File: config.mk
export PLATFORM = sky130hd
export DESIGN_NAME = store_rmw_unit
export DESIGN_NICKNAME = d
export VERILOG_FILES = /design/src/rtl/cpu_pkg.sv /design/src/rtl/byte_merge.sv /design/src/rtl/store_rmw_unit.sv
export SDC_FILE = /design/constraint.sdc
export NUM_CORES = 1
export LEC_CHECK = 0
export BUFFER_PORTS_ARGS = -buffer_cell sky130_fd_sc_hd__buf_2
export CORE_MARGIN = 5
export CORE_UTILIZATION = 45
export DETAILED_ROUTE_END_ITERATION = 7
export PLACE_DENSITY = 0.76
export SYNTH_ARGS = -nofsm -noshare
export SYNTH_HDL_FRONTEND = slang
export SYNTH_SLANG_ARGS = --single-unit
File: constraint.sdc
create_clock -name clk -period 1.6 [get_ports clk]
set_input_delay 0.24 -clock clk [delete_from_list [all_inputs] [get_ports clk]]
set_output_delay 0.24 -clock clk [all_outputs]
set_load 0.005 [all_outputs]
File: src/rtl/cpu_pkg.sv
// Shared encodings for the store path: store sizes, RMW state machine states, byte-lane width.
package cpu_pkg;

  localparam int LANE_W = 8;

  typedef enum logic [1:0] {
    SZ_WORD = 2'b00,
    SZ_HALF = 2'b01,
    SZ_BYTE = 2'b10
  } size_e;

  typedef enum logic [1:0] {
    ST_IDLE = 2'b00,
    ST_RD   = 2'b01,
    ST_WR   = 2'b10
  } state_e;

endpackage

File: src/rtl/byte_merge.sv
// Combinational little-endian lane merge: drops new byte/halfword data into an old word.
module byte_merge
  import cpu_pkg::*;
(
  input  logic [31:0] old_i,
  input  logic [31:0] new_i,
  input  logic [1:0]  off_i,
  input  size_e       size_i,
  output logic [31:0] merged_o
);

  always_comb begin
    merged_o = old_i;
    if (size_i == SZ_WORD) begin
      merged_o = new_i;
    end else begin
      for (int k = 0; k < 4; k++) begin
        if (size_i == SZ_BYTE && off_i == k[1:0])
          merged_o[k*LANE_W +: LANE_W] = new_i[LANE_W-1:0];
        // Halfword lanes come from the low 16 bits, lower lane first.
        if (size_i == SZ_HALF && off_i[1] == k[1])
          merged_o[k*LANE_W +: LANE_W] = new_i[(k%2)*LANE_W +: LANE_W];
      end
    end
  end

endmodule

File: src/rtl/store_rmw_unit.sv
// Store path into the word-only data RAM: sw writes directly, sb/sh do a 3-cycle
// read-modify-write while holding the PC through the stall output.
module store_rmw_unit
  import cpu_pkg::*;
#(
  parameter int ADDR_W = 10
) (
  input  logic              clk,
  input  logic              rst,
  input  logic              store_req,
  input  logic              Byte,
  input  logic              Half,
  input  logic [31:0]       Addr,
  input  logic [31:0]       R2_out,
  input  logic [31:0]       mem_rdata,
  output logic [ADDR_W-1:0] mem_addr,
  output logic              mem_re,
  output logic              mem_we,
  output logic [31:0]       mem_wdata,
  output logic              stall,
  output logic              misalign
);

  state_e            state_q, state_d;
  logic [ADDR_W-1:0] a_q;
  logic [1:0]        off_q;
  size_e             size_q;
  logic [31:0]       data_q;
  logic [31:0]       wbuf_q;
  logic [31:0]       merged;
  size_e             size_in;
  logic              mis_in;
  logic              start_rmw;
  logic              unused_addr;

  assign unused_addr = ^Addr[31:ADDR_W+2];

  assign size_in = Byte ? SZ_BYTE : (Half ? SZ_HALF : SZ_WORD);
  assign mis_in  = (size_in == SZ_HALF && Addr[0]) ||
                   (size_in == SZ_WORD && Addr[1:0] != 2'b00);
  assign start_rmw = (state_q == ST_IDLE) && store_req && !mis_in && (size_in != SZ_WORD);

  byte_merge u_merge (
    .old_i    (mem_rdata),
    .new_i    (data_q),
    .off_i    (off_q),
    .size_i   (size_q),
    .merged_o (merged)
  );

  always_comb begin
    mem_addr  = Addr[ADDR_W+1:2];
    mem_re    = 1'b0;
    mem_we    = 1'b0;
    mem_wdata = 32'h0;
    stall     = 1'b0;
    misalign  = 1'b0;
    state_d   = state_q;
    case (state_q)
      ST_IDLE: begin
        if (store_req) begin
          if (mis_in) begin
            misalign = 1'b1;
          end else if (size_in == SZ_WORD) begin
            mem_we    = 1'b1;
            mem_wdata = R2_out;
          end else begin
            mem_re  = 1'b1;
            stall   = 1'b1;
            state_d = ST_RD;
          end
        end
      end
      ST_RD: begin
        mem_addr = a_q;
        stall    = 1'b1;
        state_d  = ST_WR;
      end
      ST_WR: begin
        // No stall here: the PC advances on this edge together with the write.
        mem_addr  = a_q;
        mem_we    = 1'b1;
        mem_wdata = wbuf_q;
        state_d   = ST_IDLE;
      end
      default: state_d = ST_IDLE;
    endcase
    if (rst) begin
      mem_re    = 1'b0;
      mem_we    = 1'b0;
      mem_wdata = 32'h0;
      stall     = 1'b0;
      misalign  = 1'b0;
      state_d   = ST_IDLE;
    end
  end

  always_ff @(posedge clk) begin
    if (rst) begin
      state_q <= ST_IDLE;
      a_q     <= '0;
      off_q   <= 2'b00;
      size_q  <= SZ_WORD;
      data_q  <= 32'h0;
      wbuf_q  <= 32'h0;
    end else begin
      state_q <= state_d;
      if (start_rmw) begin
        a_q    <= Addr[ADDR_W+1:2];
        off_q  <= Addr[1:0];
        size_q <= size_in;
        data_q <= R2_out;
      end
      if (state_q == ST_RD)
        wbuf_q <= merged;
    end
  end

endmodule

; ---- After elaboration in Yosys (flattened, before gate mapping)
; Cells that the tools add are included.
[op_classes]
n_bitwise = 1
n_mux = 37
n_reduce_logical = 21
n_eq_ne = 11
[ops]
columns = cell, n
row1 = 32-bit two-way mux, 5
row2 = 8-bit two-way mux, 8
row3 = 32-bit one-hot mux with 2 select lines, 1
row4 = 1-bit two-way mux, 15
row5 = 1-bit logical AND, 11
row6 = 10-bit two-way mux, 1
row7 = 2-bit by 1-bit == test with 1-bit output (second input constant), 4
row8 = 2-bit == test (second input constant), 4
row9 = 2-bit logical NOT, 4
row10 = 2-bit two-way mux, 4
row11 = 2-bit != test (second input constant), 3
row12 = 1-bit one-hot mux with 2 select lines, 2
row13 = 2-bit one-hot mux with 2 select lines, 1
row14 = 2-bit nonzero test, 2
row15 = 3-bit AND reduction, 1
row16 = 2-bit OR reduction, 1
row17 = 1-bit logical NOT, 1
row18 = 1-bit logical OR, 1
row19 = 1-bit inverter, 1
[word_totals]
register_bits = 80
wordCells = 76

; ---- Depth between registers and ports, before layout
; Gate-level depths: netlist of the first run.
[depth]
depth_word = 9
ltp_mapped = 7
depth_no_buf = 6

; ---- Modules after synthesis
; Synthesis of the first run repeated with hierarchy kept, for this count alone.
[hier_totals]
cells_unflattened = 608
hier_area_um2 = 5107.4
[modules_own_cells]
columns = mod, cells_per_inst, area_per_inst_um2, seq_area_each_um2, instances
row1 = store_rmw_unit, 453, 4101.4, 1601.5, 1
row2 = byte_merge, 155, 1006.0, 0.0, 1

; ---- Worst setup path after synthesis of the first run
; Ideal clock, no wire load.
[synth_path]
path_kind = reg-to-output
start = reg state_q[0]
end = out mem_wdata[22]
arrival_ns = 1.445
required_time_ns = 1.360
slack_ns = -0.085
stages_incl_launch_ff = 8
cell_sequence = dfxtp_1 -> inv_1 -> ha_1 -> nand3b_1 -> nor4_4 -> buf_6 -> a22oi_1 -> nor2_1
[synth_via]
elab_chain_len = 3
[synth_rtl]
columns = element, line_no
row1 = from (decl), store_rmw_unit.sv:24  ; state_e state_q, state_d;
row2 = from (signal assigned), store_rmw_unit.sv:107  ; state_q <= state_d;
row3 = 2-bit == test / 2-bit logical NOT (equally long branches), store_rmw_unit.sv:59  ; case (state_q)
row4 = 32-bit one-hot mux with 2 select lines (*), store_rmw_unit.sv:59
row5 = 32-bit two-way mux (*), store_rmw_unit.sv:88  ; if (rst) begin
row6 = to (decl), store_rmw_unit.sv:19  ; output logic [31:0] mem_wdata,
; Mark *: on every way between the ends. The rest lies on a longest branch, timed or not.

; ---- Worst setup path after layout of the first run
[layout_path]
start = reg state_q[0]
end = out mem_wdata[6]
; The elaborated chain is that of the path after synthesis.

==> impl_metrics.csv, run 1 <==
group,metric,value,unit
outcome,outcome,"finished with violations",
outcome,violations,"negative setup slack",
clock_tree,clk_pin_slew,100,ps
die,die_x,106.1,µm
global_routing,grt_pass1_vias,4524,
sta,fmax,474.6,MHz
finish,area_delta_synth_final,37.47,%
power,p_int,3.395,mW
finish,antenna_cells,0,
place,placed_cells,762,
power,p_clk_frac,0.292,
place,place_ws,-77.23,ps
synthesis,synthCells,539,
hold_path,hold_path_depth,3,
place,io_buffers,126,
worst_setup_path,worstPathArrival,1870,ps
worst_setup_path,required,1360,ps
finish,post-route-util,0.6269,
synthesis,synth_area_per_cell,7.707,µm²
power,power_density,873.2,nW/µm²
place,place_congestion,0.9104,
die,design.die.area,11250,µm²
power,peakVddDrop,459.4,µV
power,power.total,4.986,mW
finish,final_cells,794,
worst_setup_path,worst_setup_path_start_kind,"flop",
run,max_cap_violations,0,
worst_setup_path,crit_path_top_delay_cell,"dfxtp_2",
drt,finalWirelength,14.34,mm
sta,fin_crit_sh,1.317,
synthesis,ys_warn_count,0,
hold_path,min_path_type,"in2reg",
power,p_switching,1.591,mW
worst_setup_path,crit_fanout,8,
drt,drt_iter0_drc,346,
drt,avgRoutedWirePerCell,18.07,µm
synthesis,netlist-cell-type-count,39,
clock_tree,clockBufferDepth,2,
clock_tree,clock-sinks,80,
global_routing,grt_remaining_overflow,0,
sta,setup_viol,45,
worst_setup_path,end_kind,"primary output",
die,core-area,9109,µm²
synthesis,syn_area,4154,µm²
clock_tree,insertion_delay,370,ps
clock_tree,cts_root_buf,"clkbuf_8",
place,dpl.hpwl,9.384,mm
power,switching_share,0.3191,
clock_tree,hold_buffers,0,
sta,holdWs,109.4,ps
drt,vias,4580,
sta,max-slew-margin-rel,0.7259,
global_routing,grt_pass1_wl,21.64,mm
drt,drc,0,
finish,nNetsFinal,782,
die,initial_core_util,0.4560,
global_routing,antenna_found_initial,0,
die,rows,35,
clock_tree,numCtsBuffers,9,
synthesis,seq_area_frac_synth,0.3855,
worst_setup_path,r2r_cells,9,
sta,layout_setup_ws,-506.9,ps
power,p_leak,2.347,nW
sta,rsz0062_at_grt,"true",
worst_setup_path,cp_cell_sequence,"inv_2, ha_4, nand3b_1, nor4_4, buf_6, clkbuf_16, a22oi_1, nor2_1, buf_2",
drt,vias_per_cell,5.768,
sta,hold_viol_final,0,
global_routing,grt_max_degree,40,
finish,layout-drive-gt1-share,0.3646,
global_routing,grt_usage,0.2375,
sta,finalCriticalPeriod,2107,ps
synthesis,synthesis.nets,643,
power,seq_power_share,0.453,
power,power_frac_comb,0.255,
die,die-height,106.1,µm
synthesis,ys_ff_latch,80,
die,io_pins,147,
drt,dr.pass1.iters,5,
worst_setup_path,cpPeakStageDelay,330,ps
sta,fin_skew,20.49,ps
finish,fillers,786,
clock_tree,htreeDepth,3,
clock_tree,cts_tree,"built",
drt,antenna_left,0,
sta,drv_slew,0,
sta,tightest_slew,411.2,ps
worst_setup_path,worstSetupPathType,"reg2out",
==> cell usage after synthesis, drive strengths merged <==
cell / count / area share
a21oi: 54 / 0.065
o21bai: 1 / 0.0018
nor3: 10 / 0.012
nor2b: 2 / 0.0048
nand3: 10 / 0.012
a221oi: 8 / 0.017
a21o: 9 / 0.017
nand2b: 1 / 0.0033
a311oi: 8 / 0.017
clkbuf: 23 / 0.021
nor3b: 1 / 0.0045
o211a: 1 / 0.0024
mux2: 11 / 0.030
o21a: 2 / 0.0036
or3: 8 / 0.012
o211ai: 1 / 0.0051
o41ai: 1 / 0.0021
a22oi: 32 / 0.058
o21ai: 18 / 0.022
ha: 3 / 0.0090
nand2: 115 / 0.10
nand3b: 1 / 0.0018
o221a: 8 / 0.022
and4b: 1 / 0.0027
a211oi: 9 / 0.016
dfxtp: 80 / 0.39
nor4: 1 / 0.0051
a41oi: 8 / 0.017
a21boi: 1 / 0.0027
or2: 1 / 0.0015
inv: 13 / 0.012
o31ai: 1 / 0.0030
nor2: 74 / 0.067
buf: 22 / 0.042
==> placed cells by master (no fill, tap or decap), types with 8 or more instances in the layout <==
| cell type | Yosys | final |
|---|---|---|
| inv_1 | 12 | 10 |
| a311oi_1 | 8 | 8 |
| nand2_1 | 115 | 109 |
| nor3_1 | 10 | 10 |
| mux2_4 | 0 | 10 |
| o221a_2 | 8 | 8 |
| a21oi_1 | 54 | 53 |
| dfxtp_1 | 80 | 76 |
| buf_4 | 3 | 23 |
| a22oi_1 | 32 | 29 |
| clkbuf_8 | 0 | 10 |
| buf_6 | 9 | 15 |
| buf_12 | 0 | 8 |
| o21ai_0 | 18 | 15 |
| or3_1 | 8 | 8 |
| nor2_1 | 74 | 72 |
| a21o_1 | 8 | 8 |
| buf_2 | 10 | 116 |
| nand3_1 | 10 | 9 |
==> flip-flops by register name, indices dropped and copies added (netlist names) <==
signal / flops
data_q: 32
a_q: 10
off_q: 2
size_q: 2
wbuf_q: 32
state_q: 2
==> critical path, delay by kind of cell (launching register included) <==
kind                       cells  cell delay (ps)
AOI/OAI and AO/OA              1               70
buffers and inverters          4              550
DFF                            1              330
adders and majority gates      1              130
and+or+nand+nor                3              420
==> power groups by stage <==
stage / sequential (mW) / clock [mW] / combinational, mW
4_1_cts: 2.25 / 1.46 / 1.15
6_report: 2.26 / 1.46 / 1.27
3_3_place_gp: 2.29 / 0 / 0.936
3_5_place_dp: 2.29 / 0 / 0.965
2_1_floorplan: 2.25 / 0 / 0.623
5_1_grt: 2.27 / 1.53 / 1.38
==> per-stage QoR <==
step	TNS, ps	area [µm²]
after detailed placement	-1662	4962
final	-18650	5710
after global placement	-144.0	4962
after floorplan	-175.5	4168
after global routing	-22760	5710
after CTS	-16940	5459
==> routing by layer <==
layer | routed length, µm | global-route usage | vias up
met5 | 0 | 0 | -
met4 | 453 | 0.09713 | 0
met3 | 1329 | 0.05525 | 41
met2 | 6837 | 0.3994 | 230
met1 | 5724 | 0.2927 | 2128
li1 | - | - | 2181
==> kinds of logic (layout without fill, tap and decap cells) <==
family | Yosys count | after routing | share of synthesized area
simple gates | 225 | 226 | 0.2307
compound gates | 162 | 162 | 0.2705
flops | 80 | 80 | 0.3855
buf+inv | 58 | 201 | 0.07440
mux | 11 | 11 | 0.02982
fa+ha+maj | 3 | 3 | 0.009037
==> final cells by class <==
type                    count  area (µm²)  share of cell area
multi-input cells         402        2429              0.4253
clock buffers              10       137.6             0.02410
well taps                 111       138.9             0.02432
clock inverters             6       52.55            0.009202
flip-flops and latches     80        1607              0.2813
repair buffers            172        1295              0.2268
inverters                  13       51.30            0.008983
==> path summary, 6_finish.rpt <==
path	from	end	slack [ps]
worst max-delay path	state_q[0]	mem_wdata[6]	-510
worst min-delay path	R2_out[19]	data_q[19]	110
worst max register to register	state_q[1]	data_q[13]	50
worst min register to register	data_q[10]	data_q[10]	460
==> what timing repair did <==
| action | 4_1_cts | 5_1_grt |
|---|---|---|
| hold endpoints to repair | 0 | 0 |
| resized for setup | 51 | 31 |
| setup endpoints to repair | 72 | 124 |
| gates cloned | 1 | 6 |
| setup buffers | 10 | 2 |
| pin swaps | 4 | 4 |
(Power assumes the default switching activity.)
==> run 2: changes to the inputs <==
clock period = 1.75 ns   (was 1.6 ns; I/O delays follow)
==> run 2 against run 1 <==
Compared with the run above:
- the run still ends with negative setup slack left
- routed wire length shrank 4.9%
- final area shrank 3.5%
- largest cell class unchanged
- largest power group unchanged
- highest routed layer unchanged
- sequential power shrank 9%
- non-clock buffer count shrank 2
==> impl_metrics.csv, run 2 (same netlist as run 1, synthesis figures left out) <==
group,metric,value,unit
power,peakVddDrop,427.0,µV
worst_setup_path,worst_setup_path_start_kind,"flop",
drt,vias_per_cell,5.683,
die,rows,35,
sta,fin_skew,8.902,ps
global_routing,grt_pass1_wl,21.40,mm
worst_setup_path,crit_fanout,9,
finish,final_cell_mix,"buf_2, nand2_1, dfxtp_1",
clock_tree,cts_root_buf,"clkbuf_8",
sta,max-slew-margin-rel,0.7269,
global_routing,antenna_found_initial,0,
finish,reg_top3,"data_q x32, wbuf_q x32, a_q x10",
sta,drv_slew,0,
drt,drt_iter0_drc,409,
sta,finalCriticalPeriod,2115,ps
power,power_density,815.3,nW/µm²
drt,avgRoutedWirePerCell,17.25,µm
finish,post-route-util,0.6048,
drt,vias,4495,
global_routing,grt_max_degree,41,
sta,rsz0062_at_grt,"true",
die,design.die.area,11250,µm²
clock_tree,clk_pin_slew,80,ps
die,die-height,106.1,µm
global_routing,grt_pass1_vias,4322,
drt,drc,0,
clock_tree,clockBufferDepth,2,
drt,finalWirelength,13.64,mm
worst_setup_path,required,1490,ps
drt,dr.pass1.iters,5,
clock_tree,numCtsBuffers,9,
global_routing,grt_remaining_overflow,0,
die,die_x,106.1,µm
clock_tree,insertion_delay,360,ps
place,io_buffers,126,
finish,final_cells,791,
sta,fmax,472.7,MHz
outcome,violations,"negative setup slack",
die,initial_core_util,0.4560,
place,place_congestion,0.9595,
sta,holdWs,147.5,ps
place,dpl.hpwl,9.393,mm
worst_setup_path,worstSetupPathType,"reg2out",
place,place_ws,12.84,ps
worst_setup_path,worstPathArrival,1850,ps
worst_setup_path,end_kind,"primary output",
finish,layout_commonest_cell,"buf_2",
global_routing,grt_usage,0.2351,
run,max_cap_violations,0,
die,io_pins,147,
finish,area_delta_synth_final,32.62,%
hold_path,min_path_type,"in2reg",
clock_tree,cts_tree,"built",
sta,hold_viol_final,0,
place,placed_cells,758,
finish,antenna_cells,0,
die,core-area,9109,µm²
power,p_leak,2.272,nW
finish,nNetsFinal,779,
sta,layout_setup_ws,-365.4,ps
outcome,outcome,"finished with violations",
drt,antenna_left,0,
sta,setup_viol,43,
sta,fin_crit_sh,1.209,
sta,tightest_slew,409.7,ps
clock_tree,clock-sinks,80,
finish,layout-drive-gt1-share,0.3471,
clock_tree,htreeDepth,3,
-- run 2: where the power goes --
group | switching [mW] | internal [mW]
logic | 0.553 | 0.499
registers | 0.105 | 1.96
clock network | 0.683 | 0.696
-- run 2: path summary, 6_finish.rpt --
check                                 from       endpoint  slack (ps)  depth (start not counted)
worst max register to register  state_q[1]     wbuf_q[24]          90                          9
worst min-delay path            R2_out[27]     data_q[27]         150                          3
worst min register to register  data_q[20]     data_q[20]         460                          2
worst max-delay path            state_q[1]  mem_wdata[16]        -370                          9
-- run 2: repair_timing --
item                       in CTS  in global routing
buffers inserted               11                  9
hold endpoints to repair        0                  0
resized for setup              48                 15
cloned                          2                  2
hold buffers                    0                  0
pin swaps                       6                  8
setup endpoints to repair      45                 54
-- run 2: per-layer routing --
metal / GRT usage / share of wire / vias to the layer above
met2: 0.3848 / 0.47 / 218
li1: - / - / 2167
met1: 0.3017 / 0.40 / 2072
met5: 0 / 0 / -
met4: 0.08696 / 0.032 / 0
met3: 0.05525 / 0.090 / 38
-- run 2: layout make-up --
type | instances | area (µm²)
clock inverters | 5 | 56.30
repair buffers | 170 | 1129
inverters | 13 | 48.80
flip-flops and latches | 80 | 1604
well taps | 111 | 138.9
clock buffers | 11 | 141.4
fillers | 826 | 3600
multi-input cells | 401 | 2391
-- run 2: critical path, cell delays in order (launching register included) --
cell and delay [ps]:
dfxtp_2 330, inv_2 80, ha_4 130, nand3b_1 130, nor4_4 170, buf_6 200, buf_6 160, a22oi_1 80
nor2_1 100, buf_2 120
-- run 2: per-stage QoR --
stage / power (mW) / TNS (ps) / instance area (µm²)
3_3_place_gp: 2.916 / 0 / 4882
2_1_floorplan: 2.617 / 0 / 4154
3_5_place_dp: 2.943 / 0 / 4882
4_1_cts: 4.453 / -10070 / 5394
6_report: 4.491 / -11820 / 5509
5_1_grt: 4.686 / -15210 / 5509
==> run 3: changes to the inputs <==
ABC_AREA = 1   (was not set)
CORE_UTILIZATION = 46   (was 45)
PLACE_DENSITY = 0.77   (was 0.76)
==> run 3 against run 2 <==
Compared with the run above:
- worst setup slack improved by 71 ps
- total power rose by 13%
- via count rose by 15%
- highest routed layer unchanged
- utilization down 0.28 points
- sequential share of layout area down 1.5 points
- final area rose by 5.3%
- register-to-register slack improved by 20 ps
- critical path depth unchanged
- synthesized cell count rose by 24%
- clock skew grew 6.2 ps
- synthesized area is 7.5% higher
- the run still ends with negative setup slack left
==> impl_metrics.csv, run 3 <==
group,metric,value,unit
power,power.total,5.069,mW
finish,layout-drive-gt1-share,0.2905,
synthesis,yosysMostFrequentCell,"nand2_1",
power,power_density,873.5,nW/µm²
sta,tightest_slew,587.0,ps
drt,drc,0,
global_routing,grt_pass1_vias,4853,
die,core-area,9639,µm²
sta,rsz0062_at_grt,"true",
synthesis,ys_warn_count,0,
synthesis,synth-compound-area-share,0.2059,
synthesis,ys_ff_latch,80,
synthesis,ys_async_sr_fraction,0,
synthesis,synthMuxAreaShare,0.02521,
die,io_pins,147,
synthesis,seq_area_frac_synth,0.3585,
sta,drv_slew,0,
synthesis,netlist-cell-type-count,27,
clock_tree,clk_pin_slew,90,ps
synthesis,synth_top_family_by_area,"simple AND/OR/NAND/NOR gates",
worst_setup_path,required,1490,ps
worst_setup_path,crit_fanout,5,
worst_setup_path,crit_path_frequent_cell,"buf_12",
global_routing,grt_pass1_wl,23.25,mm
die,rows,36,
drt,antenna_left,0,
sta,setup_viol,44,
worst_setup_path,worstSetupPathType,"reg2out",
clock_tree,cts_tree,"built",
worst_setup_path,worstPathArrival,1780,ps
finish,post-route-util,0.6020,
sta,finalCriticalPeriod,2044,ps
finish,reg_top3,"data_q x32, wbuf_q x32, a_q x10",
synthesis,synthCells,668,
worst_setup_path,crit_buf_inv,5,
sta,max-slew-margin-rel,0.6087,
clock_tree,numCtsBuffers,9,
worst_setup_path,crit_path_top_delay_cell,"dfxtp_2",
drt,avgRoutedWirePerCell,16.25,µm
power,peakVddDrop,412.9,µV
hold_path,min_path_type,"in2reg",
worst_setup_path,end_kind,"primary output",
sta,layout_setup_ws,-294.3,ps
synthesis,ys.flop_type,"dfxtp_1",
synthesis,syn_area,4467,µm²
worst_setup_path,critPathTopFamily,"buffers and inverters",
global_routing,grt_remaining_overflow,0,
die,design.die.area,11780,µm²
synthesis,synth_fa_ha_area_frac,0.008403,
drt,vias,5151,
synthesis,synth_area_per_cell,6.687,µm²
worst_setup_path,cp_cell_sequence,"inv_2, ha_4, inv_4, nor2_4, buf_12, buf_12, nand4_1, a21oi_2, buf_2",
run,max_cap_violations,0,
clock_tree,cts_root_buf,"clkbuf_8",
synthesis,yosys.area_share.simple,0.2980,
sta,fin_crit_sh,1.168,
synthesis,yosysTopAreaCell,"dfxtp_1",
finish,area_delta_synth_final,29.92,%
place,dpl.hpwl,9.930,mm
finish,layout_commonest_cell,"nand2_1",
drt,vias_per_cell,5.509,
clock_tree,hold_buffers,0,
place,io_buffers,126,
clock_tree,insertion_delay,360,ps
outcome,outcome,"finished with violations",
global_routing,grt_usage,0.2450,
place,placed_cells,899,
finish,antenna_cells,0,
synthesis,ys_top_cells_by_count,"nand2_1, nor2_1, o21ai_0",
finish,nNetsFinal,901,
synthesis,netlist_top_cells_area,"dfxtp_1, nand2_1, o21ai_0",
synthesis,synth-xor-area-share,0,
synthesis,synth_edf_count,0,
place,place_congestion,0.9357,
finish,final_cell_mix,"nand2_1, buf_2, nor2_1",
finish,final_cells,935,
worst_setup_path,cpPeakStageDelay,330,ps
global_routing,antenna_found_initial,0,
drt,finalWirelength,15.20,mm
synthesis,synth.top_cell.area_share,0.3585,
synthesis,synthesis.nets,772,
drt,drt_iter0_drc,432,
die,die-height,108.5,µm
outcome,violations,"negative setup slack",
die,die_x,108.5,µm
clock_tree,clock-sinks,80,
drt,dr.pass1.iters,6,
die,initial_core_util,0.4634,
sta,fmax,489.2,MHz
sta,fin_skew,15.14,ps
worst_setup_path,worst_setup_path_start_kind,"flop",
clock_tree,htreeDepth,3,
clock_tree,clockBufferDepth,2,
global_routing,grt_max_degree,46,
sta,hold_viol_final,0,
power,p_leak,2.658,nW
[run 3: changes by cell type after synthesis, moves of 9 or more]
cell	change
a31oi_1	+9
nor2_1	+32
nand3_1	+14
a22oi_1	-32
a211oi_1	-9
nor3_1	-10
inv_1	+38
a21oi_1	+13
nand4_1	+32
o21ai_0	+68
[run 3: where the power goes]
part / switching [mW] / leakage, nW / internal, mW
logic: 0.863 / 1.90 / 0.681
registers: 0.115 / 0.657 / 2.01
clock network: 0.694 / 0.101 / 0.705
total: 1.67 / 2.66 / 3.40
[run 3: kinds of logic after synthesis]
logic type | after synthesis
AOI/OAI and AO/OA | 174
muxes | 10
adders and majority gates | 3
buffers and inverters | 104
and+or+nand+nor | 297
DFF | 80
[run 3: timing repair]
action | 4_1_cts | 5_1_grt
cloned | 2 | 2
pin swaps | 6 | 10
resized for setup | 39 | 18
buffers inserted | 10 | 8
setup endpoints to repair | 45 | 47
[run 3: tightest hold or removal path, stage by stage]
cell and delay (ps):
buf_2 90, nor2_1 40, nor2_1 80
[run 3: area by class of cell]
| cell class | count | area [µm²] |
|---|---|---|
| clock buffers | 12 | 145.1 |
| clock inverters | 4 | 52.55 |
| flip-flops and latches | 80 | 1604 |
| inverters | 56 | 212.7 |
| fillers | 876 | 3836 |
| well taps | 133 | 166.4 |
| multi-input cells | 484 | 2524 |
| repair buffers | 166 | 1099 |
[run 3: path summary, 6_finish.rpt]
path | from | endpoint | slack (ps) | cells after the start
setup / recovery | state_q[0] | mem_wdata[5] | -290 | 9
hold / removal | Addr[3] | a_q[1] | 140 | 3
setup reg to reg | state_q[1] | wbuf_q[9] | 110 | 8
hold reg to reg | wbuf_q[26] | wbuf_q[26] | 470 | 2
[run 3: layer usage]
metal,track usage,up-vias,part of all wire
met5,0,-,0
met4,0.08476,0,0.023
met3,0.04000,36,0.067
met2,0.4223,226,0.49
met1,0.3091,2414,0.42
li1,-,2475,-
[run 3: per-stage QoR]
stage	hold WS, ps	cell area, µm²	setup TNS [ps]	setup slack (ps)
3_3_place_gp	456.8	5171	0	92.69
5_1_grt	133.2	5803	-13180	-386.1
4_1_cts	129.4	5653	-7938	-249.4
2_1_floorplan	397.4	4467	0	109.7
3_5_place_dp	461.5	5171	0	12.33
6_report	139.9	5803	-9549	-294.3
